==> src/rtl/sort_pkg.sv <==
// sort_pkg: shared constants and types for the bitonic sorter and its stages
package sort_pkg;
  localparam int WIDTH = 8;
  localparam int INDEX = 64;
  localparam logic ASC = 1'b0;
  localparam logic DESC = 1'b1;
  typedef logic [WIDTH-1:0] elem_t;
endpackage

==> src/rtl/sort_slot.sv <==
// sort_slot: loadable INDEX x WIDTH array register with its read-order bit
module sort_slot
  import sort_pkg::*;
#(
  parameter int WIDTH = sort_pkg::WIDTH,
  parameter int INDEX = sort_pkg::INDEX
) (
  input  logic             clk,
  input  logic             rst,
  input  logic             load,
  input  logic             desc_in,
  input  logic [WIDTH-1:0] din  [0:INDEX-1],
  output logic [WIDTH-1:0] dout [0:INDEX-1],
  output logic             desc
);
  logic [WIDTH-1:0] data_q [0:INDEX-1];
  logic [WIDTH-1:0] data_d [0:INDEX-1];
  logic desc_q, desc_d;
  always_comb begin
    data_d = data_q;
    desc_d = desc_q;
    if (load) begin
      data_d = din;
      desc_d = desc_in;
    end
  end
  always_ff @(posedge clk) begin
    if (rst) begin
      data_q <= '{default: '0};
      desc_q <= ASC;
    end else begin
      data_q <= data_d;
      desc_q <= desc_d;
    end
  end
  assign dout = data_q;
  assign desc = desc_q;
endmodule

==> src/rtl/sort_stream_out.sv <==
// sort_stream_out: two-slot drain stage serialising a sorted array one element per beat
module sort_stream_out
  import sort_pkg::*;
#(
  parameter int WIDTH = sort_pkg::WIDTH,
  parameter int INDEX = sort_pkg::INDEX,
  localparam int CW = $clog2(INDEX)
) (
  input  logic             clk,
  input  logic             rst,
  input  logic             in_valid,
  output logic             in_ready,
  input  logic [WIDTH-1:0] in_data [0:INDEX-1],
  input  logic             in_desc,
  output logic             out_valid,
  input  logic             out_ready,
  output logic [WIDTH-1:0] out_data,
  output logic [CW-1:0]    out_idx,
  output logic             out_last,
  output logic [1:0]       occupancy
);
  logic act_full_q, act_full_d, pend_full_q, pend_full_d;
  logic [CW-1:0] cnt_q, cnt_d;
  logic acc, hs, last, act_load, pend_load, act_desc, pend_desc, act_desc_in;
  logic [WIDTH-1:0] act_data [0:INDEX-1];
  logic [WIDTH-1:0] pend_data [0:INDEX-1];
  logic [WIDTH-1:0] act_din [0:INDEX-1];
  assign in_ready = !pend_full_q;
  assign acc = in_valid && in_ready;
  assign out_valid = act_full_q;
  assign hs = out_valid && out_ready;
  assign last = cnt_q == CW'(INDEX - 1);
  assign out_last = act_full_q && last;
  assign out_idx = cnt_q;
  assign out_data = act_data[act_desc == DESC ? ~cnt_q : cnt_q];
  assign occupancy = {1'b0, act_full_q} + {1'b0, pend_full_q};
  // ACTIVE refills from PENDING when one is waiting, otherwise straight from the input
  always_comb begin
    act_load = (acc && !act_full_q) || (hs && last && (pend_full_q || acc));
    pend_load = acc && act_full_q && !(hs && last);
    act_din = in_data;
    act_desc_in = in_desc;
    if (pend_full_q) begin
      act_din = pend_data;
      act_desc_in = pend_desc;
    end
    act_full_d = act_load ? 1'b1 : (hs && last) ? 1'b0 : act_full_q;
    pend_full_d = pend_load ? 1'b1 : (hs && last) ? 1'b0 : pend_full_q;
    cnt_d = hs ? (last ? '0 : cnt_q + 1'b1) : cnt_q;
  end
  always_ff @(posedge clk) begin
    if (rst) begin
      act_full_q <= 1'b0;
      pend_full_q <= 1'b0;
      cnt_q <= '0;
    end else begin
      act_full_q <= act_full_d;
      pend_full_q <= pend_full_d;
      cnt_q <= cnt_d;
    end
  end
  sort_slot #(.WIDTH(WIDTH), .INDEX(INDEX)) u_act (
    .clk(clk), .rst(rst), .load(act_load), .desc_in(act_desc_in),
    .din(act_din), .dout(act_data), .desc(act_desc)
  );
  sort_slot #(.WIDTH(WIDTH), .INDEX(INDEX)) u_pend (
    .clk(clk), .rst(rst), .load(pend_load), .desc_in(in_desc),
    .din(in_data), .dout(pend_data), .desc(pend_desc)
  );
endmodule

==> config.mk <==
export PLATFORM = sky130hd
export DESIGN_NAME = sort_stream_out
export DESIGN_NICKNAME = d
export VERILOG_FILES = /design/src/rtl/sort_pkg.sv /design/src/rtl/sort_slot.sv /design/src/rtl/sort_stream_out.sv
export SDC_FILE = /design/constraint.sdc
export NUM_CORES = 2
export LEC_CHECK = 0
export ABC_AREA = 1
export BUFFER_PORTS_ARGS = -buffer_cell sky130_fd_sc_hd__buf_2
export CORE_MARGIN = 1.5
export CORE_UTILIZATION = 45
export DETAILED_ROUTE_END_ITERATION = 16
export PLACE_DENSITY = 0.62
export REMOVE_ABC_BUFFERS = 1
export SYNTH_ARGS = -nofsm -noshare
export SYNTH_HDL_FRONTEND = slang
export SYNTH_SLANG_ARGS = --single-unit
==> constraint.sdc <==
create_clock -name clk -period 2.3 [get_ports clk]
set_input_delay 0.115 -clock clk [delete_from_list [all_inputs] [get_ports clk]]
set_output_delay 0.115 -clock clk [all_outputs]
set_load 0.05 [all_outputs]
**After elaboration in Yosys (flattened, before gate mapping)**

Cells that the tools add are included.
Widths: inputs -> output; s select.

- Mux-type cells: 10
- Bitwise operators: 2
- Add/subtract/negate cells: 2
- Eq/ne operators: 1
- $lt $le $gt $ge: 1
- Reductions and logical operators: 15

Operators by type and width:

| operator | count |
|---|---|
| $mux 512 | 1 |
| $bmux 8 s6 | 1 |
| $mux 8 | 2 |
| $mux 6 | 2 |
| $logic_and 1x1->1 | 8 |
| $ge 7x7->1 const B | 1 |
| $not 6->7 | 1 |
| $add 6x1->6 const B | 1 |
| $eq 6x6->1 const B | 1 |
| $not 6->6 | 1 |
| $mux 1 | 4 |
| $reduce_bool 2->1 | 2 |
| $logic_not 1->1 | 3 |
| $add 1x1->2 | 1 |
| $logic_or 1x1->1 | 2 |

- Output and inout bits: 19
- Input bits: 517
- Word-level logic and storage cells: 164
- Register bits after elaboration: 1034

**Longest topological paths before layout**

- Depth in word-level cells: 6
- Gate-level depth with buffers: 13
- Mapped depth without buffers: 11

**Hierarchy**

Synthesis repeated with hierarchy kept, for this count alone.

- Cells, all modules: 9839
- Area, all modules: 55249.2 um^2

By module, submodules not included:

| module | area each (um^2) | seq. area each (um^2) | times used | cells an instance |
|---|---|---|---|---|
| sort_slot | 20786.2 | 10269.8 | 2 | 3249 |
| sort_stream_out | 13676.9 | 160.2 | 1 | 3341 |

**Worst setup path before layout**

Ideal clock, no wire load.

- Path kind: register -> output
- Start: register cnt_q[0], in the netlist out_idx[0]
- End: output port out_data[5]
- Required time: 2.185 ns
- Arrival time: 2.160 ns
- Path buffers: 1
- Stages on the path, launching flop included: 12
- Path slack: 0.025 ns
- Path through: dfxtp_1 -> nand2_2 -> nand2_4 -> clkbuf_1 -> nand2_1 -> o21ai_0 -> nand2_1 -> nand3_1 -> nand3_1 -> nand3_1 -> nand3_1 -> nand2_1

- Longest elaborated chain between the ends: 6

Ends and longest elaborated chain:

| what | RTL line | RTL |
|---|---|---|
| start: declaration | sort_stream_out.sv:23 | `logic [CW-1:0] cnt_q, cnt_d;` |
| start signal: assignment | sort_stream_out.sv:59 | `cnt_q <= cnt_d;` |
| $not 6->6 | sort_stream_out.sv:35 | `assign out_data = act_data[act_desc == DESC ? ~cnt_q : cnt_q];` |
| $mux 6 * | sort_stream_out.sv:35 |  |
| $not 6->7 * | sort_stream_out.sv:35 |  |
| $bmux 8 s6 * | sort_stream_out.sv:35 |  |
| $mux 8 * (2 in a row) | sort_stream_out.sv:35 |  |
| end: declaration | sort_stream_out.sv:17 | `output logic [WIDTH-1:0] out_data,` |

Every way passes the cells marked *; elsewhere a longest branch is shown, timed or not. The select of a mux whose other input is x is not followed.

**Final worst setup path**

- Start: register cnt_q[0], in the netlist out_idx[0]
- End: output port out_data[0]

The elaborated chain is that of the path after synthesis.

==> flow_results.xml <==
<?xml version="1.0" encoding="UTF-8"?>
<metrics>
  <group name="routing">
    <metric name="drt_drc_violations_left" unit="">0</metric>
    <metric name="vias_per_cell" unit="">5.28</metric>
    <metric name="antenna_left" unit="">0</metric>
    <metric name="drt-pass1-iter-count" unit="">8</metric>
    <metric name="totalWireLength" unit="um">163000</metric>
    <metric name="drt_iter0_drc" unit="">4252</metric>
    <metric name="routed_wire_length_per_instance" unit="um">17.8</metric>
    <metric name="detailroute.via_count" unit="">48355</metric>
  </group>
  <group name="synth">
    <metric name="synth-async-reset-ratio" unit="%">0</metric>
    <metric name="yosys_warnings" unit="">0</metric>
    <metric name="synth_top_cell_area_share" unit="%">43.6</metric>
    <metric name="synthesis.area" unit="mm^2">0.0474</metric>
    <metric name="syn_inst" unit="">6754</metric>
    <metric name="sequential_share_of_the_synthesized_area" unit="%">43.6</metric>
    <metric name="synth-seq-cells" unit="">1034</metric>
    <metric name="synthDistinctLibCells" unit="">29</metric>
    <metric name="synth_edf_count" unit="">0</metric>
    <metric name="synthMostInstantiatedCell" unit="">sky130_fd_sc_hd__o21ai_0</metric>
    <metric name="yosys_most_used_dff" unit="">sky130_fd_sc_hd__dfxtp_1</metric>
    <metric name="synth.cells.most_frequent" unit="">sky130_fd_sc_hd__o21ai_0, sky130_fd_sc_hd__dfxtp_1, sky130_fd_sc_hd__inv_1</metric>
    <metric name="synth_top_area_cell" unit="">sky130_fd_sc_hd__dfxtp_1</metric>
    <metric name="netlist_top_cells_area" unit="">sky130_fd_sc_hd__dfxtp_1, sky130_fd_sc_hd__o21ai_0, sky130_fd_sc_hd__a21oi_1</metric>
    <metric name="synth.avg_cell_area" unit="um^2">7.02</metric>
  </group>
  <group name="outcome">
    <metric name="violations" unit="">negative setup slack</metric>
    <metric name="outcome" unit="">finished with violations</metric>
  </group>
  <group name="sta">
    <metric name="rsz0062_at_grt" unit="">yes</metric>
    <metric name="min_period_over_period" unit="%">122</metric>
    <metric name="tmin_final" unit="ns">2.81</metric>
    <metric name="fin_skew" unit="ns">0.0245</metric>
    <metric name="timing_hold_violations_final" unit="">0</metric>
    <metric name="timing_max_transition_violations_final" unit="">0</metric>
    <metric name="maxSlewHeadroom" unit="%">55.8</metric>
    <metric name="maximum_clock_rate" unit="MHz">356</metric>
    <metric name="setup_ws" unit="ns">-0.507</metric>
    <metric name="worst_pin_slew" unit="ns">0.656</metric>
    <metric name="setup_violations" unit="">8</metric>
  </group>
  <group name="floorplan">
    <metric name="rows" unit="">118</metric>
    <metric name="die_area" unit="mm^2">0.107</metric>
    <metric name="die_height" unit="um">328</metric>
    <metric name="effective_utilization_at_floorplan" unit="%">45.6</metric>
    <metric name="ios" unit="">536</metric>
    <metric name="fp.coreArea" unit="mm^2">0.104</metric>
    <metric name="die-width" unit="um">328</metric>
  </group>
  <group name="worst_setup_path">
    <metric name="timing.critical_path.required" unit="ns">2.18</metric>
    <metric name="timing_worst_setup_path_type" unit="">reg2out</metric>
    <metric name="worstSetupEndpointType" unit="">output pin</metric>
    <metric name="critical_path.startpoint" unit="">out_idx[0]</metric>
    <metric name="timing.rr.start" unit="">out_idx[0]</metric>
    <metric name="critPathMaxFanout" unit="">10</metric>
    <metric name="arrival" unit="ns">2.69</metric>
    <metric name="start_kind" unit="">register</metric>
  </group>
  <group name="place">
    <metric name="gp_congestion" unit="">0.889</metric>
    <metric name="hpwlAfterDp" unit="um">104000</metric>
    <metric name="placement.io_buffers" unit="">535</metric>
    <metric name="detailedPlace.worstSlack" unit="ns">-0.179</metric>
  </group>
  <group name="cells_and_area">
    <metric name="synthesis_to_layout_area_growth" unit="%">33.7</metric>
    <metric name="layout-drive-gt1-share" unit="%">16.8</metric>
    <metric name="nFillCells" unit="">9346</metric>
    <metric name="finish.net_count" unit="">8207</metric>
  </group>
  <group name="cts">
    <metric name="clkLatencyLatePin" unit="ns">0.70</metric>
    <metric name="tritoncts_clock_tree" unit="">built</metric>
    <metric name="buffer_levels_on_the_longest_clock_path" unit="">3</metric>
    <metric name="clock_tree.htree_level_count" unit="">3</metric>
    <metric name="cts_sinks" unit="">1034</metric>
    <metric name="cts.reportedPaths.clkPinSlew" unit="ns">0.06</metric>
    <metric name="cts.root.buffer_cell" unit="">sky130_fd_sc_hd__clkbuf_16</metric>
    <metric name="clock_buffer_count_from_cts" unit="">112</metric>
  </group>
  <group name="grt">
    <metric name="number_of_antenna_violations_at_the_first_check_in_global_routing" unit="">11</metric>
    <metric name="grt_start_max_net_pins" unit="">161</metric>
    <metric name="first_global_vias" unit="">44373</metric>
    <metric name="grt_first_pass_wirelength" unit="um">244000</metric>
    <metric name="gr-usage-all-layers" unit="%">28.5</metric>
    <metric name="grt_remaining_overflow" unit="">0</metric>
  </group>
  <group name="power_and_ir_drop">
    <metric name="p_leak" unit="nW">26.8</metric>
    <metric name="peakVddDrop" unit="mV">0.605</metric>
    <metric name="power" unit="mW">51.9</metric>
    <metric name="p_per_area" unit="mW/mm^2">818</metric>
  </group>
  <group name="worst_hold_path">
    <metric name="hold_path_class" unit="">in2reg</metric>
    <metric name="hold_path_startpoint" unit="">in_data[239]</metric>
  </group>
  <group name="flow_run">
    <metric name="drv.max_cap_violation_count" unit="">0</metric>
  </group>
</metrics>
[layout by cell type, fill, tap and decap left out, types with 8 or more instances in the layout]
cell	netlist	routed
sky130_fd_sc_hd__o21ai_0	1303	1290
sky130_fd_sc_hd__dfxtp_1	1034	1030
sky130_fd_sc_hd__inv_1	1011	1009
sky130_fd_sc_hd__nand2_1	1009	998
sky130_fd_sc_hd__a21oi_1	899	899
sky130_fd_sc_hd__buf_2	199	526
sky130_fd_sc_hd__dlygate4sd3_1	0	517
sky130_fd_sc_hd__nand3_1	528	417
sky130_fd_sc_hd__o21ai_1	230	235
sky130_fd_sc_hd__buf_4	47	166
sky130_fd_sc_hd__clkbuf_16	0	133
sky130_fd_sc_hd__a21oi_2	108	108
sky130_fd_sc_hd__nand3_2	1	101
sky130_fd_sc_hd__buf_12	0	100
sky130_fd_sc_hd__clkbuf_1	259	28
sky130_fd_sc_hd__clkbuf_8	0	28
sky130_fd_sc_hd__buf_6	49	25
sky130_fd_sc_hd__a31oi_1	24	24
sky130_fd_sc_hd__clkinv_2	0	16
sky130_fd_sc_hd__buf_8	0	12
sky130_fd_sc_hd__nand3_4	0	11
sky130_fd_sc_hd__nand2_4	3	10
sky130_fd_sc_hd__buf_16	0	10
sky130_fd_sc_hd__bufinv_16	0	9
sky130_fd_sc_hd__o21ai_2	0	8
sky130_fd_sc_hd__nand3b_1	8	8
[registers in the layout, summed over array words and instances (netlist names)]
| name | count |
|---|---|
| u_pend.desc | 1 |
| u_pend.dout | 512 |
| u_act.desc | 1 |
| out_valid | 1 |
| u_act.dout | 512 |
| pend_full_q | 1 |
| out_idx | 6 |
[worst paths after layout]
check                     end  slack (ns)  cells after the start
max               out_data[0]       -0.51                     13
min          u_pend.dout[239]        0.25                      4
max reg2reg   u_act.dout[196]        0.10                     11
min reg2reg   u_pend.dout[65]        0.44                      2
[per-layer routing]
metal / track usage, % / vias up / part of all wire (%)
li1: - / 23953 / -
met1: 38.0 / 22585 / 44
met2: 47.1 / 1494 / 47
met3: 3.91 / 309 / 6.1
met4: 9.86 / 14 / 3.3
met5: 0 / - / 0.052
[logic make-up after synthesis]
| kind of cell | Yosys count | share of synthesized area (%) |
|---|---|---|
| xor gates and xnor gates | 7 | 0.129 |
| adders and majority gates | 2 | 0.0528 |
| DFF | 1034 | 43.6 |
| and+or+nand+nor | 1563 | 14.0 |
| buffers and inverters | 1580 | 14.2 |
| AOI/OAI and AO/OA | 2568 | 28.0 |
[cell type report]
cell class / count / area [um^2] / share of cell area, %
tap: 1380 / 1730 / 2.72
antenna: 6 / 15.0 / 0.0237
clock buffer: 170 / 3340 / 5.27
sequential: 1034 / 20700 / 32.7
multi-input combinational: 4144 / 20900 / 33.0
timing repair buffer: 1379 / 12400 / 19.6
clock inverter: 32 / 415 / 0.655
inverter: 1017 / 3850 / 6.08
[power breakdown]
part	internal, mW	switching [mW]	leakage, nW
combinational	5.26	7.93	16.4
sequential	19.7	0.470	8.51
clock	11.0	7.53	1.85
total	36.0	15.9	26.8
[per-stage QoR]
stage	std cells	util, %	setup TNS, ns	area [um^2]	hold slack [ns]
2_1_floorplan	6191	-	-	44500	0.184
3_3_place_gp	8358	50.1	-0.393	52100	0.400
3_5_place_dp	8358	50.1	-0.583	52100	0.404
4_1_cts	9110	59.6	-4.18	61900	0.204
5_1_grt	9159	61.0	-4.39	63400	0.256
6_report	9162	61.0	-3.71	63400	0.249
[worst max-delay path: stages (launching register included)]
cell and delay (ns):
sky130_fd_sc_hd__dfxtp_4 0.38, sky130_fd_sc_hd__buf_12 0.13, sky130_fd_sc_hd__nand2_8 0.09, sky130_fd_sc_hd__nand2_8 0.07
sky130_fd_sc_hd__buf_12 0.15, sky130_fd_sc_hd__bufbuf_16 0.27, sky130_fd_sc_hd__nand2_1 0.09, sky130_fd_sc_hd__nand3_2 0.11
sky130_fd_sc_hd__nand3_2 0.08, sky130_fd_sc_hd__nand3_2 0.09, sky130_fd_sc_hd__nand3_2 0.11, sky130_fd_sc_hd__nand3_4 0.12
sky130_fd_sc_hd__nand2_4 0.14, sky130_fd_sc_hd__buf_12 0.14
[what timing repair did]
| item | CTS | global route |
|---|---|---|
| gates resized for setup | 96 | 167 |
| cloned | 13 | 23 |
| pin swaps | 13 | 71 |
| setup endpoints to repair | 9 | 91 |
| setup buffers | 20 | 25 |
| hold buffers | 517 | 0 |
| hold endpoints to repair | 1022 | 0 |
Note: power is estimated with default switching activity, not from simulation.
